<file path="src/rtl/uart_tx_sched.sv">
// Two-channel byte scheduler feeding a single UART transmitter: channel A sends one byte, channel B sends a
// two-byte word (low byte first, never interleaved). Define UART_TX_SCHED_RR_EN for round-robin arbitration; default is fixed B-over-A.
module uart_tx_sched #(
    parameter int DATA_WIDTH   = 8,
    parameter int BUSY_TIMEOUT = 7
) (
    input  logic                    CLK,
    input  logic                    RST,
    input  logic                    a_valid,
    input  logic [DATA_WIDTH-1:0]   a_data,
    output logic                    a_ready,
    input  logic                    b_valid,
    input  logic [2*DATA_WIDTH-1:0] b_data,
    output logic                    b_ready,
    input  logic                    tx_busy,
    output logic [DATA_WIDTH-1:0]   tx_p_data,
    output logic                    tx_data_valid,
    output logic                    sched_idle,
    output logic                    timeout_err
);
    typedef enum logic [1:0] {
        IDLE,
        SEND,
        WAIT_BUSY,
        WAIT_DONE
    } state_t;

    localparam logic [3:0] TMO_LAST = 4'(BUSY_TIMEOUT - 1);

    state_t                state_q, state_d;
    logic                  idx_q, idx_d;
    logic                  chan_b_q, chan_b_d;
    logic [DATA_WIDTH-1:0] hi_q, hi_d;
    logic [DATA_WIDTH-1:0] byte_q, byte_d;
    logic [3:0]            tmo_cnt_q, tmo_cnt_d;
    logic                  grant_b;
    logic                  accept;

    assign accept = (state_q == IDLE) && (a_valid || b_valid) && !tx_busy;

`ifdef UART_TX_SCHED_RR_EN
    logic last_b_q, last_b_d;

    // On a tie the channel that did not win last time goes first.
    always_comb begin
        grant_b  = b_valid && (!a_valid || !last_b_q);
        last_b_d = accept ? grant_b : last_b_q;
    end

    always_ff @(posedge CLK or negedge RST) begin
        if (!RST) begin
            last_b_q <= 1'b1;
        end else begin
            last_b_q <= last_b_d;
        end
    end
`else
    always_comb begin
        grant_b = b_valid;
    end
`endif

    // Ready is combinational in the accepting cycle; gate with reset so it stays low while held.
    assign a_ready       = accept && !grant_b && RST;
    assign b_ready       = accept && grant_b && RST;
    assign tx_data_valid = (state_q == SEND);
    assign sched_idle    = (state_q == IDLE);
    assign tx_p_data     = byte_q;

    always_comb begin
        state_d     = state_q;
        idx_d       = idx_q;
        chan_b_d    = chan_b_q;
        hi_d        = hi_q;
        byte_d      = byte_q;
        tmo_cnt_d   = tmo_cnt_q;
        timeout_err = 1'b0;
        case (state_q)
            IDLE: begin
                if (accept) begin
                    chan_b_d = grant_b;
                    idx_d    = 1'b0;
                    byte_d   = grant_b ? b_data[DATA_WIDTH-1:0] : a_data;
                    if (grant_b) begin
                        hi_d = b_data[2*DATA_WIDTH-1:DATA_WIDTH];
                    end
                    state_d = SEND;
                end
            end
            SEND: begin
                tmo_cnt_d = '0;
                state_d   = WAIT_BUSY;
            end
            WAIT_BUSY: begin
                if (tx_busy) begin
                    tmo_cnt_d = '0;
                    state_d   = WAIT_DONE;
                end else if (tmo_cnt_q == TMO_LAST) begin
                    // Transmitter never acknowledged: strobe the same byte again.
                    timeout_err = 1'b1;
                    tmo_cnt_d   = '0;
                    state_d     = SEND;
                end else begin
                    tmo_cnt_d = tmo_cnt_q + 4'd1;
                end
            end
            WAIT_DONE: begin
                if (!tx_busy) begin
                    if (chan_b_q && !idx_q) begin
                        idx_d   = 1'b1;
                        byte_d  = hi_q;
                        state_d = SEND;
                    end else begin
                        idx_d   = 1'b0;
                        state_d = IDLE;
                    end
                end
            end
            default: state_d = IDLE;
        endcase
    end

    always_ff @(posedge CLK or negedge RST) begin
        if (!RST) begin
            state_q   <= IDLE;
            idx_q     <= 1'b0;
            chan_b_q  <= 1'b0;
            hi_q      <= '0;
            byte_q    <= '0;
            tmo_cnt_q <= '0;
        end else begin
            state_q   <= state_d;
            idx_q     <= idx_d;
            chan_b_q  <= chan_b_d;
            hi_q      <= hi_d;
            byte_q    <= byte_d;
            tmo_cnt_q <= tmo_cnt_d;
        end
    end
endmodule

</file>
<file path="config.mk">
export PLATFORM = sky130hd
export DESIGN_NAME = uart_tx_sched
export DESIGN_NICKNAME = d
export VERILOG_FILES = /design/src/rtl/uart_tx_sched.sv
export SDC_FILE = /design/constraint.sdc
export NUM_CORES = 1
export LEC_CHECK = 0
export ABC_AREA = 1
export CAP_MARGIN = 30
export CORE_MARGIN = 2
export CORE_UTILIZATION = 47
export CTS_BUF_LIST = sky130_fd_sc_hd__clkbuf_4 sky130_fd_sc_hd__clkbuf_8 sky130_fd_sc_hd__clkbuf_16
export DETAILED_ROUTE_END_ITERATION = 7
export GPL_TIMING_DRIVEN = 0
export HOLD_SLACK_MARGIN = 0.06
export PLACE_DENSITY = 0.87
export SETUP_SLACK_MARGIN = 0.5
export SLEW_MARGIN = 0
export SYNTH_ARGS = -nofsm -noshare
export SYNTH_HDL_FRONTEND = slang
export SYNTH_SLANG_ARGS = --single-unit
</file>
<file path="constraint.sdc">
create_clock -name CLK -period 2.2 [get_ports CLK]
set_clock_uncertainty 0.1 [all_clocks]
set_input_delay 0.55 -clock CLK [delete_from_list [all_inputs] [get_ports CLK]]
set_output_delay 0.55 -clock CLK [all_outputs]
set_load 0.03 [all_outputs]
</file>
==> results of run 1 <==
## cell usage in the layout, fill, tap and decap left out, types with 3 or more instances in the layout
cell             Yosys  layout
a21oi_1              3       3
buf_4                1      14
buf_6                0       7
clkbuf_4             0       3
clkdlybuf4s15_2      0       7
clkdlybuf4s50_1      0      24
dfrtp_1             24      22
ha_1                 7       4
inv_1               14      10
inv_4                1       3
nand2_1            121     118
nand2_2              1       4
nand2_4              3       3
nand3_1              8       6
nor2_1               9       5
nor2_4               0       3
o21ai_0              3       3
## metrics by stage
| stage | setup WS [ns] | power (uW) |
|---|---|---|
| final | 0.0694 | 2660 |
| after global routing | 0.00725 | 2850 |
| after CTS | 0.0967 | 2500 |
| after detailed placement | -0.997 | 2070 |
| after global placement | -1.48 | 2030 |
| after floorplan | 0.364 | 1670 |
## worst max path at each step
stage | start | to | slack, ns | depth (start not counted)
floorplan | state_q[1] | a_ready | 0.36 | 4
global placement | RST | a_ready | -1.48 | 4
detailed placement | RST | a_ready | -1.0 | 4
CTS | state_q[0] | b_ready | 0.1 | 6
global route | state_q[0] | b_ready | 0.007 | 6
finish | state_q[0] | b_ready | 0.07 | 6
## logic make-up after synthesis
logic type | count (synthesis) | synth area share (%)
simple gates | 147 | 43.0
compound gates | 7 | 2.46
flops | 24 | 42.1
fa+ha+maj | 7 | 6.15
buf+inv | 19 | 5.62
xor+xnor | 1 | 0.615
## layer usage
layer / GRT usage (%) / vias to the layer above / share of wire, %
met5: 0 / - / 0
met1: 30.9 / 720 / 40
li1: - / 753 / -
met4: 11.0 / 0 / 4.8
met2: 40.0 / 79 / 49
met3: 3.28 / 24 / 6.9
## critical path, stage by stage (launching register included)
cell and delay (ns):
dfrtp_2 0.46, inv_4 0.09, ha_4 0.18, nand3_4 0.09, buf_6 0.13, nor2_4 0.08
buf_6 0.13
## registers in the layout, summed over array words and instances, names as in the netlist
signal	count
idx_q	1
hi_q	8
tx_p_data	8
state_q	2
tmo_cnt_q	4
chan_b_q	1
## repair_timing
item,4_1_cts,5_1_grt
hold buffers,2,0
endpoints found under the setup margin,13,17
pin swaps,6,3
buffers inserted,10,3
gates resized for setup,78,14
hold endpoints to repair,11,0
## power by group through the flow
stage               combinational, uW  clock [uW]  sequential (uW)
finish                           1580         326              752
floorplan                         805           0              868
global route                     1730         343              770
CTS                              1440         325              739
detailed placement               1310           0              758
global placement                 1280           0              747
## area by class of cell
| type | count | area, um2 |
|---|---|---|
| multi-input cells | 162 | 831 |
| fillers | 184 | 656 |
| flip-flops and latches | 24 | 603 |
| repair buffers | 57 | 546 |
| inverters | 16 | 72.6 |
| well taps | 31 | 38.8 |
| clock inverters | 1 | 30.0 |
| plain buffers | 3 | 30.0 |
| clock buffers | 3 | 22.5 |
==> flow_metrics.env, run 1 <==
export IMPL_io_buffers=41
export IMPL_firstDrtPassIters=5
export IMPL_die_h_um=59.1
export IMPL_syn_area_um2=1430
export IMPL_pwr_share_seq_pct=28.2
export IMPL_fin_util_pct=76.8
export IMPL_rsz0062_at_grt="yes"
export IMPL_drv_cap=0
export IMPL_stdcell_area_um2=2170
export IMPL_antenna_found_initial=0
export IMPL_r2r_start="state_q[0]"
export IMPL_worstSetupEndpointType="output pin"
export IMPL_synthDistinctLibCells=20
export IMPL_r2r_end="tx_p_data[1]"
export IMPL_rr_worst_depth=9
export IMPL_grt_overflow=0
export IMPL_power_frac_comb_pct=59.5
export IMPL_finalCritPeriodShare_pct=96.8
export IMPL_drv_slew=0
export IMPL_max_slew_margin_pct=67.2
export IMPL_clkLatencyLatePin_ns=0.32
export IMPL_hold_class="reg -> reg"
export IMPL_synth_async_sr_flop_share_pct=100
export IMPL_leakagePower_uw=0.00114
export IMPL_dp_cells=278
export IMPL_fmax_ghz=0.469
export IMPL_clockBufferDepth=2
export IMPL_boundaryPins=42
export IMPL_netlist_top_cells_area="dfrtp_1, nand2_1, ha_1"
export IMPL_p_int_uw=1450
export IMPL_synthToLayoutAreaGrowth_pct=52.5
export IMPL_synth_fp_nets=241
export IMPL_netlist_area_leader_share_pct=42.1
export IMPL_layout_cells_non_filler=297
export IMPL_route_detailed_drc=0
export IMPL_grt_pass1_wl_um=6350
export IMPL_worstPathArrival_ns=1.48
export IMPL_drt_vias_per_instance=5.31
export IMPL_routed_via_count=1576
export IMPL_power_switching_uw=1210
export IMPL_hold_ws_ns=0.391
export IMPL_finalHoldViolations=0
export IMPL_wl_um=4330
export IMPL_grt_usage_pct=24.0
export IMPL_numClockSinks=24
export IMPL_syn_area_per_cell_um2=6.95
export IMPL_crit_path_max_fanout=4
export IMPL_worstHoldPathCells=2
export IMPL_routedWlPerCell_um=14.6
export IMPL_status="finished, final reports clean"
export IMPL_synth_most_common_cell="nand2_1"
export IMPL_htree_levels=1
export IMPL_rows=19
export IMPL_cts_tree="yes"
export IMPL_p_per_area_nw_per_um2=1230
export IMPL_grt_pass1_vias=1438
export IMPL_clockRootBuffer="clkbuf_4"
export IMPL_hold_start="tx_p_data[6]"
export IMPL_synth_seq_area_share_pct=42.1
export IMPL_clkTransAtPathRegs_ns=0.15
export IMPL_setup_tns_ns=0
export IMPL_antenna_cells=0
export IMPL_yosys_warnings=0
export IMPL_synth_main_ff_cell="dfrtp_1"
export IMPL_start_util_pct=50.4
export IMPL_cts_buffers=3
export IMPL_worstPathRequired_ns=1.55
export IMPL_finalCriticalPeriod_ns=2.13
export IMPL_coreArea_um2=2830
export IMPL_drt_iter0_markers=140
export IMPL_setup_violations=0
export IMPL_clockPowerShare_pct=12.3
export IMPL_cp_start_kind="flop"
export IMPL_nNetsFinal=303
export IMPL_netlist_top_cells_count="nand2_1, dfrtp_1, inv_1, nor2_1, nand3_1"
export IMPL_die_area_um2=3490
export IMPL_syn_inst=205
export IMPL_critPathKind="reg -> out"
export IMPL_die_w_um=59.1
export IMPL_ys_ff_latch=24
export IMPL_grt_max_degree=15
export IMPL_drive_gt1_share_pct=22.9
export IMPL_antenna_left=0
export IMPL_yosysTopAreaCell="dfrtp_1"
export IMPL_vdd_drop_max_mv=0.507
export IMPL_hpwl_um=2530
export IMPL_gp_congestion=0.760
export IMPL_synth_edf_count=0
export IMPL_switching_share_pct=45.6
export IMPL_worst_pin_slew_ns=0.490
export IMPL_r2r_slack_ns=0.49
export IMPL_placed_cell_area_um2=1940
export IMPL_hold_path_end="tx_p_data[6]"
No activity file was read; power rests on OpenSTA's default activity.
==> run 2, diff against run 1 <==
- SLEW_MARGIN: 0 -> 40
==> flow_metrics.env, run 2 (synthesized netlist as in run 1, its figures left out) <==
export IMPL_grt_overflow=0
export IMPL_fin_util_pct=77.8
export IMPL_final_common_cell="nand2_1"
export IMPL_start_util_pct=50.4
export IMPL_setup_violations=0
export IMPL_clockBufferDepth=2
export IMPL_htree_levels=1
export IMPL_fmax_ghz=0.467
export IMPL_status="finished, final reports clean"
export IMPL_wl_um=4410
export IMPL_cp_cell_sequence="buf_4 -> ha_2 -> nand2_2 -> nor2_4 -> buf_4"
export IMPL_boundaryPins=42
export IMPL_die_w_um=59.1
export IMPL_antenna_found_initial=0
export IMPL_rows=19
export IMPL_routedWlPerCell_um=14.9
export IMPL_gp_congestion=0.760
export IMPL_grt_pass1_vias=1444
export IMPL_die_area_um2=3490
export IMPL_io_buffers=41
export IMPL_finalHoldViolations=0
export IMPL_hold_class="in -> async"
export IMPL_finalCritPeriodShare_pct=97.4
export IMPL_worstPathRequired_ns=1.55
export IMPL_route_detailed_drc=0
export IMPL_critical_path_top_delay_family="flip-flops"
export IMPL_die_h_um=59.1
export IMPL_cp_start_kind="flop"
export IMPL_slowest_stage="dfrtp_2"
export IMPL_grt_max_degree=25
export IMPL_worstSetupEndpointType="output pin"
export IMPL_drt_vias_per_instance=5.42
export IMPL_clkTransAtPathRegs_ns=0.14
export IMPL_drv_cap=0
export IMPL_crit_top_cell="buf_4"
export IMPL_finalCriticalPeriod_ns=2.14
export IMPL_stdcell_area_um2=2200
export IMPL_grt_pass1_wl_um=6480
export IMPL_antenna_left=0
export IMPL_setup_tns_ns=0
export IMPL_drive_gt1_share_pct=26.3
export IMPL_max_slew_margin_pct=63.5
export IMPL_coreArea_um2=2830
export IMPL_clkLatencyLatePin_ns=0.31
export IMPL_crit_path_max_fanout=6
export IMPL_placed_cell_area_um2=1920
export IMPL_final_cell_mix="nand2_1, clkdlybuf4s50_1, dfrtp_1, buf_4, inv_1"
export IMPL_routed_via_count=1611
export IMPL_synthToLayoutAreaGrowth_pct=54.4
export IMPL_leakagePower_uw=0.00116
export IMPL_cpPeakStageDelay_ns=0.43
export IMPL_cts_buffers=3
export IMPL_numClockSinks=24
export IMPL_firstDrtPassIters=6
export IMPL_p_per_area_nw_per_um2=1260
export IMPL_antenna_cells=0
export IMPL_critPathKind="reg -> out"
export IMPL_grt_usage_pct=24.4
export IMPL_vdd_drop_max_mv=0.568
export IMPL_drv_slew=0
export IMPL_hpwl_um=2440
export IMPL_drt_iter0_markers=103
export IMPL_worstPathArrival_ns=1.49
export IMPL_worst_pin_slew_ns=0.548
export IMPL_rsz0062_at_grt="yes"
export IMPL_nNetsFinal=303
export IMPL_clockRootBuffer="clkbuf_4"
export IMPL_cts_tree="yes"
export IMPL_worst_path_buf_inv=2
-- run 2: final timing paths --
path,slack (ns),depth (start not counted),to,startpoint
max reg2reg,0.36,9,tx_p_data[0],state_q[0]
max,0.06,5,timeout_err,state_q[1]
max in group asynchronous,1.41,2,state_q[0],RST
min in group CLK,0.39,2,tx_p_data[6],tx_p_data[6]
min reg2reg,0.39,2,tx_p_data[6],tx_p_data[6]
min,0.21,2,hi_q[2],RST
-- run 2: routing by layer --
layer | part of all wire [%] | routed length, um | track usage, % | up-vias
met2 | 48 | 2110 | 40.3 | 80
met1 | 40 | 1780 | 31.4 | 747
met4 | 6.0 | 263 | 11.4 | 0
met3 | 5.8 | 258 | 3.93 | 32
li1 | - | - | - | 752
met5 | 0 | 0 | 0 | -
-- run 2: per-stage QoR --
stage	total power (uW)	cells	hold slack, ns	setup slack [ns]
floorplan	1670	205	0.154	0.364
global placement	2030	277	0.352	-1.48
detailed placement	2060	277	0.357	-0.808
CTS	2500	294	0.392	0.100
global route	2930	297	0.225	0.0140
finish	2770	297	0.205	0.0579
-- run 2: final cells by class --
cell class,count,area [um2]
Inverter,16,75.1
Buffer,3,30.0
Clock buffer,3,22.5
Timing Repair Buffer,57,536
Sequential cell,24,603
Fill cell,187,628
Tap cell,31,38.8
Multi-Input combinational cell,162,866
Clock inverter,1,30.0
-- run 2: timing repair --
item                                   CTS  global route
endpoints found under the hold margin   24             0
cloned                                   0             0
hold buffers                             1             0
pin swaps                                5             7
resized for setup                       73            25
setup buffers                           12             3
setup endpoints to repair               13            17
-- run 2: power breakdown --
part	switching (uW)	internal [uW]
Clock	136	184
Combinational	1020	668
Sequential	129	628
Total	1280	1480
